File: config.mk
export PLATFORM = sky130hd
export DESIGN_NAME = player_ctrl_multi
export DESIGN_NICKNAME = d
export VERILOG_FILES = /design/src/rtl/player_ctrl_multi.sv
export SDC_FILE = /design/constraint.sdc
export NUM_CORES = 1
export LEC_CHECK = 0
export ABC_CLOCK_PERIOD_IN_PS = 6500
export BUFFER_PORTS_ARGS = -buffer_cell sky130_fd_sc_hd__buf_4
export CAP_MARGIN = 20
export CORE_MARGIN = 3
export CORE_UTILIZATION = 51
export DETAILED_ROUTE_END_ITERATION = 12
export HOLD_SLACK_MARGIN = 0.15
export PLACE_DENSITY_LB_ADDON = 0.12
export SYNTH_ARGS = -nofsm -noshare
export SYNTH_HDL_FRONTEND = slang
export SYNTH_SLANG_ARGS = --single-unit
File: constraint.sdc
create_clock -name clk -period 6.5 [get_ports clk]
set_clock_uncertainty 0.2 [all_clocks]
set_input_delay 0.325 -clock clk [delete_from_list [all_inputs] [get_ports clk]]
set_output_delay 0.325 -clock clk [all_outputs]
set_load 0.05 [all_outputs]
File: src/rtl/player_ctrl_multi.sv
// Player controller: one move plus optional bomb drop per player per tick, served in index order.
// A tick takes 2 cycles per player; each accepted drop adds a PLACE cycle plus one per place_ready stall.
module player_ctrl_multi #(
   parameter int ROWS      = 10,
   parameter int COLS      = 10,
   parameter int NPLAYERS  = 2,
   parameter int MOVE_GAP  = 1,
   parameter int MAX_BOMBS = 1,
   localparam int RW = $clog2(ROWS),
   localparam int CW = $clog2(COLS)
) (
   input  logic                   clk,
   input  logic                   rst,
   input  logic                   tick,
   input  logic [2*NPLAYERS-1:0]  dir,
   input  logic [NPLAYERS-1:0]    dir_valid,
   input  logic [NPLAYERS-1:0]    drop,
   input  logic [NPLAYERS-1:0]    alive,
   input  logic [ROWS*COLS-1:0]   wall_map,
   input  logic [ROWS*COLS-1:0]   bomb_map,
   input  logic [NPLAYERS-1:0]    bomb_done,
   output logic                   place_valid,
   input  logic                   place_ready,
   output logic [RW-1:0]          place_row,
   output logic [CW-1:0]          place_col,
   output logic [1:0]             place_owner,
   output logic [RW*NPLAYERS-1:0] pos_row,
   output logic [CW*NPLAYERS-1:0] pos_col,
   output logic [NPLAYERS-1:0]    moved,
   output logic                   busy,
   output logic                   tick_overrun
);
   localparam int MW = $clog2(ROWS*COLS);

   typedef enum logic [1:0] {IDLE, EVAL, PLACE, NEXT} state_t;

   state_t              state, state_nxt;
   logic [1:0]          idx;
   logic [RW-1:0]       row_q [NPLAYERS];
   logic [CW-1:0]       col_q [NPLAYERS];
   logic [3:0]          cd    [NPLAYERS];
   logic [2:0]          outst [NPLAYERS];
   logic [NPLAYERS-1:0] cd_ok;
   logic [NPLAYERS-1:0] moved_q;
   logic                place_valid_q;
   logic [RW-1:0]       place_row_q;
   logic [CW-1:0]       place_col_q;
   logic [1:0]          place_owner_q;
   logic                overrun_q;

   logic [RW-1:0] cur_row, tgt_row;
   logic [CW-1:0] cur_col, tgt_col;
   logic [1:0]    cur_dir;
   logic          cur_alive, cur_dv, cur_drop, cur_cd_ok;
   logic [2:0]    cur_outst;
   logic [MW-1:0] cur_cell, tgt_cell;
   logic          in_range, occupied, move_ok, drop_ok;

   function automatic logic [RW-1:0] spawn_row(input int p);
      return (p == 1 || p == 3) ? RW'(ROWS-1) : '0;
   endfunction

   function automatic logic [CW-1:0] spawn_col(input int p);
      return (p == 1 || p == 2) ? CW'(COLS-1) : '0;
   endfunction

   // Decision logic for the player currently in EVAL.
   always_comb begin
      cur_row   = '0;
      cur_col   = '0;
      cur_dir   = '0;
      cur_alive = 1'b0;
      cur_dv    = 1'b0;
      cur_drop  = 1'b0;
      cur_cd_ok = 1'b0;
      cur_outst = '0;
      for (int p = 0; p < NPLAYERS; p++) begin
         if (idx == 2'(p)) begin
            cur_row   = row_q[p];
            cur_col   = col_q[p];
            cur_dir   = dir[2*p +: 2];
            cur_alive = alive[p];
            cur_dv    = dir_valid[p];
            cur_drop  = drop[p];
            cur_cd_ok = cd_ok[p];
            cur_outst = outst[p];
         end
      end

      // Target stays on the current cell when out of range so map lookups stay in bounds.
      tgt_row  = cur_row;
      tgt_col  = cur_col;
      in_range = 1'b0;
      case (cur_dir)
         2'b00: if (cur_row != '0) begin
            in_range = 1'b1;
            tgt_row  = cur_row - 1'b1;
         end
         2'b01: if (cur_row != RW'(ROWS-1)) begin
            in_range = 1'b1;
            tgt_row  = cur_row + 1'b1;
         end
         2'b10: if (cur_col != '0) begin
            in_range = 1'b1;
            tgt_col  = cur_col - 1'b1;
         end
         default: if (cur_col != CW'(COLS-1)) begin
            in_range = 1'b1;
            tgt_col  = cur_col + 1'b1;
         end
      endcase

      cur_cell = MW'(int'(cur_row) * COLS + int'(cur_col));
      tgt_cell = MW'(int'(tgt_row) * COLS + int'(tgt_col));

      occupied = 1'b0;
      for (int p = 0; p < NPLAYERS; p++) begin
         if (idx != 2'(p) && alive[p] && row_q[p] == tgt_row && col_q[p] == tgt_col)
            occupied = 1'b1;
      end

      move_ok = cur_alive && cur_dv && cur_cd_ok && in_range &&
                !wall_map[tgt_cell] && !bomb_map[tgt_cell] && !occupied;
      drop_ok = cur_alive && cur_drop && (cur_outst < 3'(MAX_BOMBS)) && !bomb_map[cur_cell];
   end

   always_ff @(posedge clk) begin
      if (rst) state <= IDLE;
      else     state <= state_nxt;
   end

   always_comb begin
      state_nxt = state;
      case (state)
         IDLE:    if (tick) state_nxt = EVAL;
         EVAL:    state_nxt = drop_ok ? PLACE : NEXT;
         PLACE:   if (place_ready) state_nxt = NEXT;
         NEXT:    state_nxt = (idx == 2'(NPLAYERS-1)) ? IDLE : EVAL;
         default: state_nxt = IDLE;
      endcase
   end

   always_comb begin
      busy         = (state != IDLE);
      place_valid  = place_valid_q;
      place_row    = place_row_q;
      place_col    = place_col_q;
      place_owner  = place_owner_q;
      moved        = moved_q;
      tick_overrun = overrun_q;
      pos_row      = '0;
      pos_col      = '0;
      for (int p = 0; p < NPLAYERS; p++) begin
         pos_row[p*RW +: RW] = row_q[p];
         pos_col[p*CW +: CW] = col_q[p];
      end
   end

   always_ff @(posedge clk) begin
      if (rst) begin
         idx           <= '0;
         cd_ok         <= '0;
         moved_q       <= '0;
         place_valid_q <= 1'b0;
         place_row_q   <= '0;
         place_col_q   <= '0;
         place_owner_q <= '0;
         overrun_q     <= 1'b0;
         for (int p = 0; p < NPLAYERS; p++) begin
            row_q[p] <= spawn_row(p);
            col_q[p] <= spawn_col(p);
            cd[p]    <= '0;
            outst[p] <= '0;
         end
      end else begin
         moved_q   <= '0;
         overrun_q <= tick && (state != IDLE);
         case (state)
            IDLE: if (tick) begin
               idx <= '0;
               // Eligibility is taken from the pre-decrement count, so MOVE_GAP ticks separate moves.
               for (int p = 0; p < NPLAYERS; p++) begin
                  cd_ok[p] <= (cd[p] == '0);
                  if (cd[p] != '0) cd[p] <= cd[p] - 1'b1;
               end
            end
            EVAL: begin
               for (int p = 0; p < NPLAYERS; p++) begin
                  if (idx == 2'(p) && move_ok) begin
                     row_q[p]   <= tgt_row;
                     col_q[p]   <= tgt_col;
                     cd[p]      <= 4'(MOVE_GAP-1);
                     moved_q[p] <= 1'b1;
                  end
               end
               if (drop_ok) begin
                  place_valid_q <= 1'b1;
                  place_row_q   <= cur_row;
                  place_col_q   <= cur_col;
                  place_owner_q <= idx;
               end
            end
            PLACE:   if (place_ready) place_valid_q <= 1'b0;
            NEXT:    idx <= idx + 1'b1;
            default: ;
         endcase

         for (int p = 0; p < NPLAYERS; p++) begin
            if (state == PLACE && place_ready && idx == 2'(p)) begin
               if (!bomb_done[p]) outst[p] <= outst[p] + 1'b1;
            end else if (bomb_done[p] && outst[p] != '0) begin
               outst[p] <= outst[p] - 1'b1;
            end
         end
      end
   end
endmodule

* After elaboration in Yosys (flattened, before gate mapping)
Memory sizes are Yosys's and may differ from the RTL's.
Cells that the tools add are included.
W data, S select, Z words.
** Cells by class
- Add/subtract/negate cells :: 13
- $mul :: 2
- Magnitude comparators :: 3
- Equal/unequal tests :: 16
- Muxes and demuxes :: 93
- Bitwise operators :: 13
- Reduce and logical (&&, ||, !) cells :: 49
** Operators by type and width (count)
- $mux W4 :: 16
- $mux W1 :: 57
- $logic_and A1 B1 Y1 :: 23
- $bmux W1 S7 :: 3
- $mux W3 :: 6
- $eq A4 B4 Y1 :: 4
- $lt A7 B8 Y1 const B :: 2
- $pmux W4 S2 :: 2
- $reduce_bool A4 Y1 :: 4
- $sub A4 B1 Y4 const B :: 4
- $add A7 B4 Y7 :: 2
- $mul A4 B3 Y6 const B :: 2
- $or A1 B1 Y1 :: 12
- $mux W2 :: 5
- $add A4 B1 Y4 const B :: 2
- $logic_not A4 Y1 :: 2
- $ne A4 B4 Y1 const B :: 2
- $pmux W2 S4 :: 1
- $reduce_and A2 Y1 :: 4
- $reduce_bool A2 Y1 :: 4
- $add A3 B1 Y3 const B :: 2
- $eq A2 B1 Y1 const B :: 3
- $eq A2 B2 Y1 const B :: 3
- $logic_not A2 Y1 :: 3
- other kinds (13) :: 21
** Storage, ports and cells
- Register bits after elaboration :: 20
- Bits in writable memories :: 30
- Input bits :: 216
- Output and inout port bits :: 31
- Logic and storage cells :: 202
- Memories kept :: 4
** Memory list
- cd :: depth 2, width 4, rd ports 2, clocked after memory_dff 0, wr ports 2, RTL line 41 : logic [3:0] cd [NPLAYERS];
- col_q :: depth 2, width 4, rd ports 2, clocked after memory_dff 0, wr ports 2, RTL line 40 : logic [CW-1:0] col_q [NPLAYERS];
- row_q :: depth 2, width 4, rd ports 2, clocked after memory_dff 0, wr ports 2, RTL line 39 : logic [RW-1:0] row_q [NPLAYERS];
- outst :: depth 2, width 3, rd ports 2, clocked after memory_dff 0, wr ports 2, RTL line 42 : logic [2:0] outst [NPLAYERS];

* Depth between registers and ports, before layout
Gate-level depths: netlist of run 1.
- Word-level depth :: 20
- Mapped depth :: 27
- Mapped depth without buffers :: 22

* Worst setup path after synthesis of run 1
OpenSTA, ideal clock, no wires.
- Path type :: flip-flop to flip-flop
- Start point :: register idx[0]
- End point :: memory cd[1][0], in the netlist cd[0][4] (enable)
- Library setup time :: 0.266 ns
- Arrival :: 5.522 ns
- Required time :: 6.034 ns
- Slack :: 0.511 ns
- Cell stages (with the launch flop) :: 25
- Path buffers :: 6
- Clock period less this slack :: 5.989 ns
- Cells stage by stage :: dfxtp_1 -> inv_1 -> ha_1 -> buf_2 -> clkbuf_1 -> clkbuf_1 -> a22oi_1 -> ha_1 -> inv_1 -> o31ai_1 -> a211oi_1 -> or2_2 -> ha_1 -> fa_1 -> clkbuf_1 -> clkbuf_1 -> clkbuf_1 -> a211oi_1 -> a21oi_1 -> nand3_1 -> o2111ai_1 -> nand4_1 -> a211oi_2 -> nand4_1 -> a221o_1
** RTL lines
- start: declaration :: RTL line 38 : logic [1:0] idx;
- start signal: assignment :: RTL line 204 : NEXT: idx <= idx + 1'b1;
- end: declaration :: RTL line 41

==> results of run 1 <==
==> synthesized netlist by cell type, types with 3 or more instances <==
library cell / count / area (µm²)
xnor2_1: 13 / 114
mux2i_1: 12 / 120
buf_2: 9 / 45.0
nand2b_1: 5 / 31.3
o31ai_1: 5 / 37.5
a21oi_1: 44 / 220
a211oi_1: 20 / 150
nand4b_1: 3 / 26.3
and4b_1: 3 / 30.0
nor3_1: 49 / 245
o2111ai_1: 4 / 35.0
nand2_1: 55 / 206
o21a_1: 7 / 52.6
and2_1: 8 / 50.1
buf_1: 4 / 15.0
nor2_1: 74 / 278
fa_1: 3 / 60.1
nor2b_1: 5 / 31.3
o211ai_1: 6 / 45.0
buf_6: 4 / 45.0
xor2_1: 14 / 123
ha_1: 29 / 363
and3b_1: 4 / 35.0
o21ai_0: 30 / 150
nand4_1: 9 / 56.3
a21o_1: 3 / 22.5
clkbuf_1: 24 / 90.1
mux4_2: 30 / 676
a2111oi_0: 8 / 70.1
nand3b_1: 10 / 75.1
nor3b_1: 11 / 82.6
edfxtp_1: 30 / 901
inv_2: 5 / 18.8
o311ai_0: 15 / 131
or3_1: 9 / 56.3
a31oi_1: 5 / 31.3
inv_1: 27 / 101
nand3_1: 22 / 110
dfxtp_1: 20 / 400
and3_1: 10 / 62.6
o21ai_1: 6 / 30.0
a311oi_1: 4 / 35.0
==> flip-flops by register name (all words and copies together) (netlist names) <==
register and flops:
tick_overrun 1, cd_ok 2, place_owner 2, cd 8, idx 2, outst 6, state 2, moved 2
place_col 4, col_q 8, place_row 4, row_q 8, place_valid 1
==> through the flow <==
step | util [%] | instance area [µm²] | hold WS [ns]
floorplan | - | 6170 | 0.233
global placement | 70.4 | 8180 | 0.277
detailed placement | 70.4 | 8180 | 0.295
CTS | 71.8 | 8340 | 0.251
global route | 71.9 | 8350 | 0.289
finish | 71.9 | 8350 | 0.269
==> power by group <==
| part | switching, mW | internal (mW) | total, mW |
|---|---|---|---|
| registers | 0.0436 | 0.403 | 0.446 |
| clock network | 0.111 | 0.141 | 0.252 |
| logic | 1.30 | 0.908 | 2.21 |
| total | 1.45 | 1.45 | 2.91 |
==> worst max-delay path, stage by stage, from the launching register on <==
cell and delay (ns):
dfxtp_1 0.33, inv_1 0.09, ha_2 0.35, buf_4 0.31, o21ai_1 0.12, inv_1 0.10
ha_1 0.23, and3_1 0.22, o41ai_1 0.09, o31a_1 0.15, nor2_1 0.37, inv_1 0.14
ha_1 0.33, ha_1 0.22, fa_1 0.48, xnor2_1 0.61, nand2_1 0.10, a21oi_1 0.16
a311oi_1 0.07, o31a_1 0.17, or3_1 0.37, and2_1 0.21, a221o_1 0.43
==> logic make-up (layout without fill, tap and decap cells) <==
group,Yosys count,after routing,share of synthesized area [%]
buffers and inverters,76,315,5.62
adder cells (fa/ha/maj),32,32,6.85
AO/OA/AOI/OAI,199,199,23.3
multiplexers,44,44,13.3
AND/OR/NAND/NOR,295,295,24.9
flip-flops,50,50,21.1
XOR/XNOR,30,30,5.01
==> layer usage <==
layer  share of wire, %  track usage (%)
met1                 39             44.0
met2                 49             61.5
met3                8.8             6.48
met4                3.4             11.2
met5                  0                0
==> final cells by class <==
type                       instances  area share (%)
tap                              143            2.14
clock buffer                       5            1.50
sequential                        50            15.6
multi-input combinational        600            54.4
timing repair buffer             274            24.7
inverter                          33            1.54
clock inverter                     3           0.195
==> how the worst max path moves through the flow <==
stage | start | to | slack, ns | cells past startpoint
final | idx[1] | cd[0][5] | 0.37 | 22
after global routing | idx[1] | cd[0][5] | 0.0008 | 21
after detailed placement | idx[0] | col_q[0][4] | 0.29 | 20
after global placement | idx[0] | col_q[0][4] | 0.49 | 21
after floorplan | idx[0] | cd[0][4] | 0.51 | 24
after CTS | idx[1] | col_q[0][4] | 0.24 | 20
==> repair_timing <==
| item | in CTS | in global routing |
|---|---|---|
| hold endpoints to repair | 2 | 0 |
| setup endpoints to repair | 0 | 46 |
| hold buffers | 2 | 0 |
| gates resized for setup | 0 | 4 |
==> flow_summary_export.csv, run 1 <==
group,metric,value,unit
global_route,grt_max_degree,46,
routing,dr.pass1.iters,7,
hold_path,hp-class,"primary input to flop",
floorplanning,core,11600,µm²
sta,fin_crit_sh,94.3,%
place,pre_cts_ws,0.291,ns
synth,yosys_warnings,0,
pwr,p_leak,3.54,nW
clock_network,numCtsBuffers,5,
worst_setup_path,start_kind,"flop",
synth,ys_seq_area_share,21.1,%
global_route,antenna_found_initial,0,
job,drv_cap,0,
sta,min_period,6.13,ns
layout,n_antenna_cell,0,
synth,syn_avg_cell_area,8.50,µm²
synth,synthFlopType,"edfxtp_1",
routing,drc_errors,0,
routing,drt-total-wl,24500,µm
global_route,grt_pass1_wl,37200,µm
sta,max_clock_freq,0.163,GHz
layout,fillers,887,
clock_network,cts-root-buf,"clkbuf_16",
layout,drive_gt1_share,35.2,%
hold_path,min_to,"place_owner[0]",
place,hpwl,20100,µm
synth,synth_edf_count,30,
status,status,"complete, no violations",
floorplanning,die_w,116,µm
place,globalplace.congestion,0.952,
worst_setup_path,timing.rr.start,"idx[1]",
clock_network,cts_setup_buffers,0,
hold_path,hold_depth,2,
worst_setup_path,path_max_fanout,24,
worst_setup_path,r2r_cells,22,
worst_setup_path,cp-end-kind,"flop",
synth,syn_nets,974,
synth,ys_async_sr_fraction,0,%
clock_network,clk_pin_slew,0.06,ns
pwr,peakVddDrop,268,µV
layout,regArea,1300,µm²
floorplanning,die_y,116,µm
layout,stdcell_count,1108,
floorplanning,initial_utilization,53.1,%
sta,worstMarginPinSlew,0.709,ns
synth,synth-seq-cells,50,
floorplanning,dieArea,13500,µm²
clock_network,cts_tree,"done",
clock_network,clockBufferDepth,2,
hold_path,min_from,"rst",
sta,hold_violations,0,
synth,synth_area,6170,µm²
global_route,grt_use_total,35.2,%
clock_network,clk_latency,0.29,ns
worst_setup_path,r2r_end,"cd[0][5]",
sta,drv_slew,0,
routing,via_per_inst,6.57,
place,io_buffer_count,246,
floorplanning,pin_count,247,
layout,final_cell_mix,"buf_4 (272), nor2_1 (74), nand2_1 (55), nor3_1 (49), a21oi_1 (44)",
place,dpl.cell_count,1098,
sta,finalSetupTns,0,ns
pwr,power.total,2.91,mW
routing,vias,7282,
worst_setup_path,cp.arrival,5.95,ns
clock_network,htree_num_levels,2,
worst_setup_path,crit_type,"flop to flop",
sta,fin_ws,0.372,ns
global_route,grt_pass1_vias,7312,
layout,area_growth,35.4,%
layout,multi_input_area,4540,µm²
floorplanning,row_count,39,
worst_setup_path,r2r_setup_slack,0.37,ns
layout,final_common_cell,"buf_4",
synth,synth_cell_types,94,
sta,finalSetupViolCount,0,
sta,relSlewSlack,52.4,%
pwr,power_density,348,nW/µm²
layout,fin_nets,1212,
clock_network,cts_num_sinks,50,
sta,rsz0062_at_grt,"false",
routing,routedWlPerCell,22.2,µm
worst_setup_path,required,6.32,ns
routing,drt_iter0_drc,810,
routing,ant_nets,0,
synth,netlist_instances,726,
global_route,overflow,0,
No activity file was read; power rests on OpenSTA's default activity.
==> run 2: changes to the inputs <==
--- a/config.mk
+++ b/config.mk
@@ -5,7 +5,7 @@
 export SDC_FILE = /design/constraint.sdc
 export NUM_CORES = 1
 export LEC_CHECK = 0
-export ABC_CLOCK_PERIOD_IN_PS = 6500
+export ABC_CLOCK_PERIOD_IN_PS = 6650
 export BUFFER_PORTS_ARGS = -buffer_cell sky130_fd_sc_hd__buf_4
 export CAP_MARGIN = 20
 export CORE_MARGIN = 3
==> constraint.sdc (replaced) <==
create_clock -name clk -period 6.65 [get_ports clk]
set_clock_uncertainty 0.2 [all_clocks]
set_input_delay 0.3325 -clock clk [delete_from_list [all_inputs] [get_ports clk]]
set_output_delay 0.3325 -clock clk [all_outputs]
set_load 0.05 [all_outputs]
==> run 2 against run 1 <==
Effect of this change: worst setup slack better by 0.045 ns; global-route usage shrank 1.1 points; total power down 3.7%; non-clock buffer count down 4; fmax down 1.7%; first-iteration DRC count fell by 20%; via count is 1.2% lower; clock-buffer cell count unchanged; utilization is 0.20 points lower; wire length down 4.5%; combinational power down 5%; sequential power is 2% lower; critical path type unchanged; highest routed layer is now met5.
==> flow_summary_export.csv, run 2 (synthesis gave the netlist of run 1 again) <==
group,metric,value,unit
routing,drt_iter0_drc,645,
layout,fin_nets,1208,
worst_setup_path,path_max_fanout,20,
worst_setup_path,required,6.48,ns
floorplanning,pin_count,247,
worst_setup_path,crit_cells,22,
worst_setup_path,crit_start,"idx[0]",
sta,drv_slew,0,
floorplanning,die_w,116,µm
layout,final_cell_mix,"buf_4 (267), nor2_1 (74), nand2_1 (55), nor3_1 (49), a21oi_1 (44)",
pwr,peakVddDrop,221,µV
worst_setup_path,cp-endpoint,"cd[0][7]",
global_route,grt_use_total,34.1,%
worst_setup_path,slowest_delay,0.59,ns
worst_setup_path,cp.arrival,6.07,ns
worst_setup_path,slowest_stage,"xnor2_1",
routing,vias,7192,
pwr,comb_power_share,75.3,%
worst_setup_path,cp-end-kind,"flop",
worst_setup_path,start_kind,"flop",
clock_network,cts_setup_buffers,0,
routing,drt-total-wl,23400,µm
floorplanning,dieArea,13500,µm²
global_route,grt_pass1_wl,36100,µm
clock_network,htree_num_levels,2,
layout,top_regs,"cd (8), col_q (8), row_q (8)",
pwr,switchingPower,1.38,mW
routing,dr.pass1.iters,5,
place,hpwl,19400,µm
routing,routedWlPerCell,21.2,µm
worst_setup_path,crit_family,"compound AO/OA/AOI/OAI gates",
clock_network,cts-root-buf,"clkbuf_16",
hold_path,min_from,"rst",
worst_setup_path,timing.rr.start,"idx[0]",
clock_network,numCtsBuffers,5,
pwr,clkPwrFrac,9.0,%
pwr,swShare,49.4,%
hold_path,hp-class,"primary input to flop",
layout,drive_gt1_share,34.9,%
place,placed_area,8160,µm²
clock_network,clockBufferDepth,2,
pwr,p_leak,3.53,nW
worst_setup_path,r2r_cells,22,
pwr,internal-power,1.41,mW
layout,postLayoutCellArea,8330,µm²
routing,ant_nets,0,
sta,hold_violations,0,
sta,worstMarginPinSlew,0.961,ns
sta,finalSetupTns,0,ns
place,io_buffer_count,246,
global_route,overflow,0,
pwr,seq_power_share,15.6,%
floorplanning,core,11600,µm²
floorplanning,die_y,116,µm
layout,stdcell_count,1104,
layout,n_antenna_cell,0,
sta,max_clock_freq,0.160,GHz
place,dpl.cell_count,1094,
routing,drc_errors,0,
floorplanning,row_count,39,
layout,area_growth,35.0,%
sta,min_period,6.23,ns
global_route,grt_max_degree,56,
sta,finalSetupViolCount,0,
clock_network,clk_pin_slew,0.07,ns
worst_setup_path,r2r_setup_slack,0.42,ns
sta,relSlewSlack,35.7,%
clock_network,cts_num_sinks,50,
sta,fin_crit_sh,93.7,%
pwr,power_density,336,nW/µm²
global_route,grt_pass1_vias,7179,
global_route,antenna_found_initial,1,
job,drv_cap,0,
hold_path,hold_depth,2,
worst_setup_path,critical_path.cell_chain,"inv_1 -> ha_2 -> nand2_1 -> o21ai_1 -> inv_1 -> ha_1 -> and3_1 -> o41ai_1 -> o31a_1 -> nor2_1 -> inv_1 -> ha_1 -> ha_1 -> fa_1 -> xnor2_1 -> nand2_1 -> a21oi_1 -> a311oi_1 -> o31a_1 -> or3_1 -> and2_1 -> a221o_1",
worst_setup_path,critPathBufInv,3,
status,status,"complete, no violations",
routing,via_per_inst,6.51,
clock_network,cts_tree,"done",
worst_setup_path,crit_type,"flop to flop",
floorplanning,initial_utilization,53.1,%
clock_network,clk_latency,0.29,ns
place,globalplace.congestion,1.00,
layout,final_common_cell,"buf_4",
sta,rsz0062_at_grt,"false",
worst_setup_path,r2r_end,"cd[0][7]",
==> run 2: per-layer routing <==
layer	wire (µm)	track usage, %	vias up
met4	722	11.1	2
met5	9	0	-
li1	-	-	3279
met2	11300	57.2	426
met3	2050	6.74	65
met1	9370	44.3	3420
==> run 2: layout make-up <==
type | count | area (µm²)
multi-input combinational | 600 | 4530
fill | 937 | 3280
clock buffer | 5 | 125
tap | 143 | 179
inverter | 33 | 129
clock inverter | 3 | 20.0
sequential | 50 | 1300
timing repair buffer | 270 | 2040
==> run 2: timing repair <==
item / CTS / global route
endpoints found under the hold margin: 2 / 0
gates resized for setup: 0 / 2
endpoints found under the setup margin: 0 / 29
hold buffers: 2 / 0
==> run 2: worst min path at each step <==
stage | to | slack [ns]
after floorplan | place_valid | 0.24
after global placement | state[1] | 0.28
after detailed placement | place_row[0] | 0.29
after CTS | place_owner[0] | 0.26
after global routing | place_owner[1] | 0.29
final | place_owner[0] | 0.26
==> run 2: stage by stage <==
stage                     setup slack (ns)  power (mW)  util [%]  hold WS, ns
after floorplan                      0.661        1.90         -        0.241
after CTS                            0.337        2.76      71.7        0.258
after global routing                0.0494        2.99      71.7        0.287
after global placement               0.532        2.42      70.3        0.282
after detailed placement             0.367        2.49      70.3        0.295
final                                0.417        2.80      71.7        0.265
==> run 2: power by group through the flow <==
stage / Sequential (mW) / Combinational [mW] / Clock [mW]
final: 0.437 / 2.11 / 0.253
after detailed placement: 0.441 / 2.05 / 0
after global routing: 0.442 / 2.28 / 0.269
after floorplan: 0.461 / 1.44 / 0
after CTS: 0.435 / 2.07 / 0.256
after global placement: 0.436 / 1.99 / 0
==> run 3: changes to the inputs <==
--- a/config.mk
+++ b/config.mk
@@ -12,6 +12,7 @@
 export CORE_UTILIZATION = 51
 export DETAILED_ROUTE_END_ITERATION = 12
 export HOLD_SLACK_MARGIN = 0.15
+export MAX_ROUTING_LAYER = met4
 export PLACE_DENSITY_LB_ADDON = 0.12
 export SYNTH_ARGS = -nofsm -noshare
 export SYNTH_HDL_FRONTEND = slang
==> run 3 against run 2 <==
Effect of this change: sequential power about the same; worst hold slack gained 0.019 ns; largest cell class unchanged; clock-buffer cell count increased by 1; non-clock buffer count is 2 lower; global-route usage up 1.3 points; sequential cell count unchanged; cell area is 0.18% lower; via count decreased by 1.2%; register-to-register slack better by 0.08 ns; worst setup slack gained 0.080 ns.
==> flow_summary_export.csv, run 3 (synthesis gave the netlist of run 1 again) <==
group,metric,value,unit
global_route,antenna_found_initial,0,
clock_network,cts_tree,"done",
pwr,seq_power_share,15.6,%
floorplanning,initial_utilization,53.1,%
clock_network,htree_num_levels,2,
sta,hold_violations,0,
routing,routedWlPerCell,21.7,µm
floorplanning,die_w,116,µm
hold_path,min_from,"rst",
clock_network,cts_num_sinks,50,
routing,drt_iter0_drc,594,
worst_setup_path,crit_type,"flop to flop",
layout,fillers,879,
place,hpwl,19300,µm
worst_setup_path,crit_family,"simple AND/OR/NAND/NOR gates",
worst_setup_path,crit_start,"idx[1]",
floorplanning,dieArea,13500,µm²
layout,n_antenna_cell,0,
layout,regArea,1300,µm²
floorplanning,core,11600,µm²
layout,postLayoutCellArea,8320,µm²
pwr,power_density,337,nW/µm²
place,globalplace.congestion,1.01,
worst_setup_path,path_max_fanout,20,
sta,fin_crit_sh,92.5,%
global_route,grt_use_total,35.3,%
sta,worstMarginPinSlew,0.983,ns
layout,final_common_cell,"buf_4",
clock_network,numCtsBuffers,5,
worst_setup_path,critical_path.cell_chain,"inv_1 -> ha_2 -> buf_4 -> nand3b_1 -> and2_1 -> ha_1 -> and3_1 -> o41ai_1 -> o31a_1 -> nor2_1 -> inv_1 -> ha_1 -> ha_1 -> xnor2_1 -> buf_4 -> a2111oi_0 -> o21a_1 -> o32ai_1 -> nand4_1 -> a211oi_2 -> nand2_2 -> or4_1",
global_route,grt_max_degree,88,
worst_setup_path,required,6.49,ns
global_route,grt_pass1_wl,36200,µm
pwr,comb_power_share,75.1,%
job,drv_cap,0,
pwr,switchingPower,1.39,mW
pwr,clkPwrFrac,9.3,%
sta,min_period,6.15,ns
global_route,grt_pass1_vias,7137,
hold_path,min_to,"idx[1]",
worst_setup_path,slowest_stage,"a211oi_2",
worst_setup_path,crit_top_cell,"ha_1",
hold_path,hp-class,"primary input to flop",
floorplanning,die_y,116,µm
place,io_buffer_count,246,
worst_setup_path,critPathBufInv,4,
pwr,p_leak,3.52,nW
sta,drv_slew,0,
sta,finalSetupTns,0,ns
routing,drc_errors,0,
worst_setup_path,cp-end-kind,"flop",
place,placed_area,8150,µm²
layout,postLayoutCoreUtil,71.6,%
worst_setup_path,r2r_end,"col_q[0][4]",
routing,dr.pass1.iters,5,
sta,rsz0062_at_grt,"false",
global_route,overflow,0,
clock_network,cts-root-buf,"clkbuf_16",
worst_setup_path,cp.arrival,6.00,ns
hold_path,hold_depth,2,
worst_setup_path,r2r_setup_slack,0.50,ns
layout,fin_nets,1206,
layout,multi_input_area,4530,µm²
sta,whs,0.284,ns
worst_setup_path,timing.rr.start,"idx[1]",
routing,ant_nets,0,
pwr,swShare,49.8,%
sta,max_clock_freq,0.163,GHz
clock_network,clockBufferDepth,2,
routing,drt-total-wl,23900,µm
routing,via_per_inst,6.45,
clock_network,clk_pin_slew,0.07,ns
floorplanning,row_count,39,
pwr,peakVddDrop,259,µV
worst_setup_path,start_kind,"flop",
layout,top_regs,"cd (8), col_q (8), row_q (8)",
pwr,internal-power,1.41,mW
worst_setup_path,slowest_delay,0.48,ns
layout,final_cell_mix,"buf_4 (265), nor2_1 (74), nand2_1 (55), nor3_1 (49), a21oi_1 (44)",
sta,finalSetupViolCount,0,
clock_network,clk_latency,0.30,ns
floorplanning,pin_count,247,
worst_setup_path,r2r_cells,22,
sta,relSlewSlack,34.2,%
layout,area_growth,34.7,%
layout,drive_gt1_share,34.7,%
status,status,"complete, no violations",
routing,vias,7105,
[run 3: changes by cell type in the layout (fill, tap and decap cells not counted)]
cell | previous run | this run
buf_4 | 267 | 265
clkbuf_1 | 0 | 1
clkinv_1 | 1 | 0
clkinv_2 | 0 | 1
clkinvlp_4 | 1 | 0
ha_1 | 26 | 27
ha_2 | 3 | 2
o31ai_1 | 5 | 4
o31ai_2 | 2 | 3
[run 3: power groups by stage]
| stage | Combinational [mW] | Sequential (mW) | Clock, mW |
|---|---|---|---|
| global placement | 1.99 | 0.436 | 0 |
| finish | 2.10 | 0.437 | 0.259 |
| floorplan | 1.44 | 0.461 | 0 |
| global route | 2.27 | 0.441 | 0.272 |
| CTS | 2.07 | 0.435 | 0.261 |
| detailed placement | 2.05 | 0.442 | 0 |
[run 3: what timing repair did]
item,4_1_cts,5_1_grt
resized for setup,0,2
hold buffers,2,0
endpoints found under the setup margin,0,28
hold endpoints to repair,2,0
buffers inserted,0,0
[run 3: cell type report]
cell class	instances	area share (%)
flip-flops and latches	50	15.6
well taps	143	2.15
inverters	33	1.55
clock inverters	2	0.166
repair buffers	268	24.4
multi-input cells	600	54.5
clock buffers	6	1.55
[run 3: through the flow]
step	instances	worst slack [ns]	power, mW
after CTS	1102	0.346	2.76
after global routing	1102	0.0882	2.98
after floorplan	726	0.661	1.90
final	1102	0.497	2.80
after detailed placement	1092	0.363	2.49
after global placement	1092	0.560	2.43
[run 3: routing by layer]
layer / vias up / global-route usage [%] / wire, µm
li1: 3265 / - / -
met1: 3383 / 45.2 / 9650
met2: 394 / 58.9 / 11700
met3: 63 / 4.23 / 1950
met4: 0 / 10.5 / 601
met5: - / - / 0
[run 3: worst max-delay path by stage]
stage | to | slack, ns | cells after the start
global placement | col_q[0][4] | 0.56 | 19
CTS | col_q[0][4] | 0.35 | 22
global route | col_q[0][4] | 0.09 | 20
finish | col_q[0][4] | 0.50 | 22
floorplan | cd[0][4] | 0.66 | 24
detailed placement | col_q[0][4] | 0.36 | 22
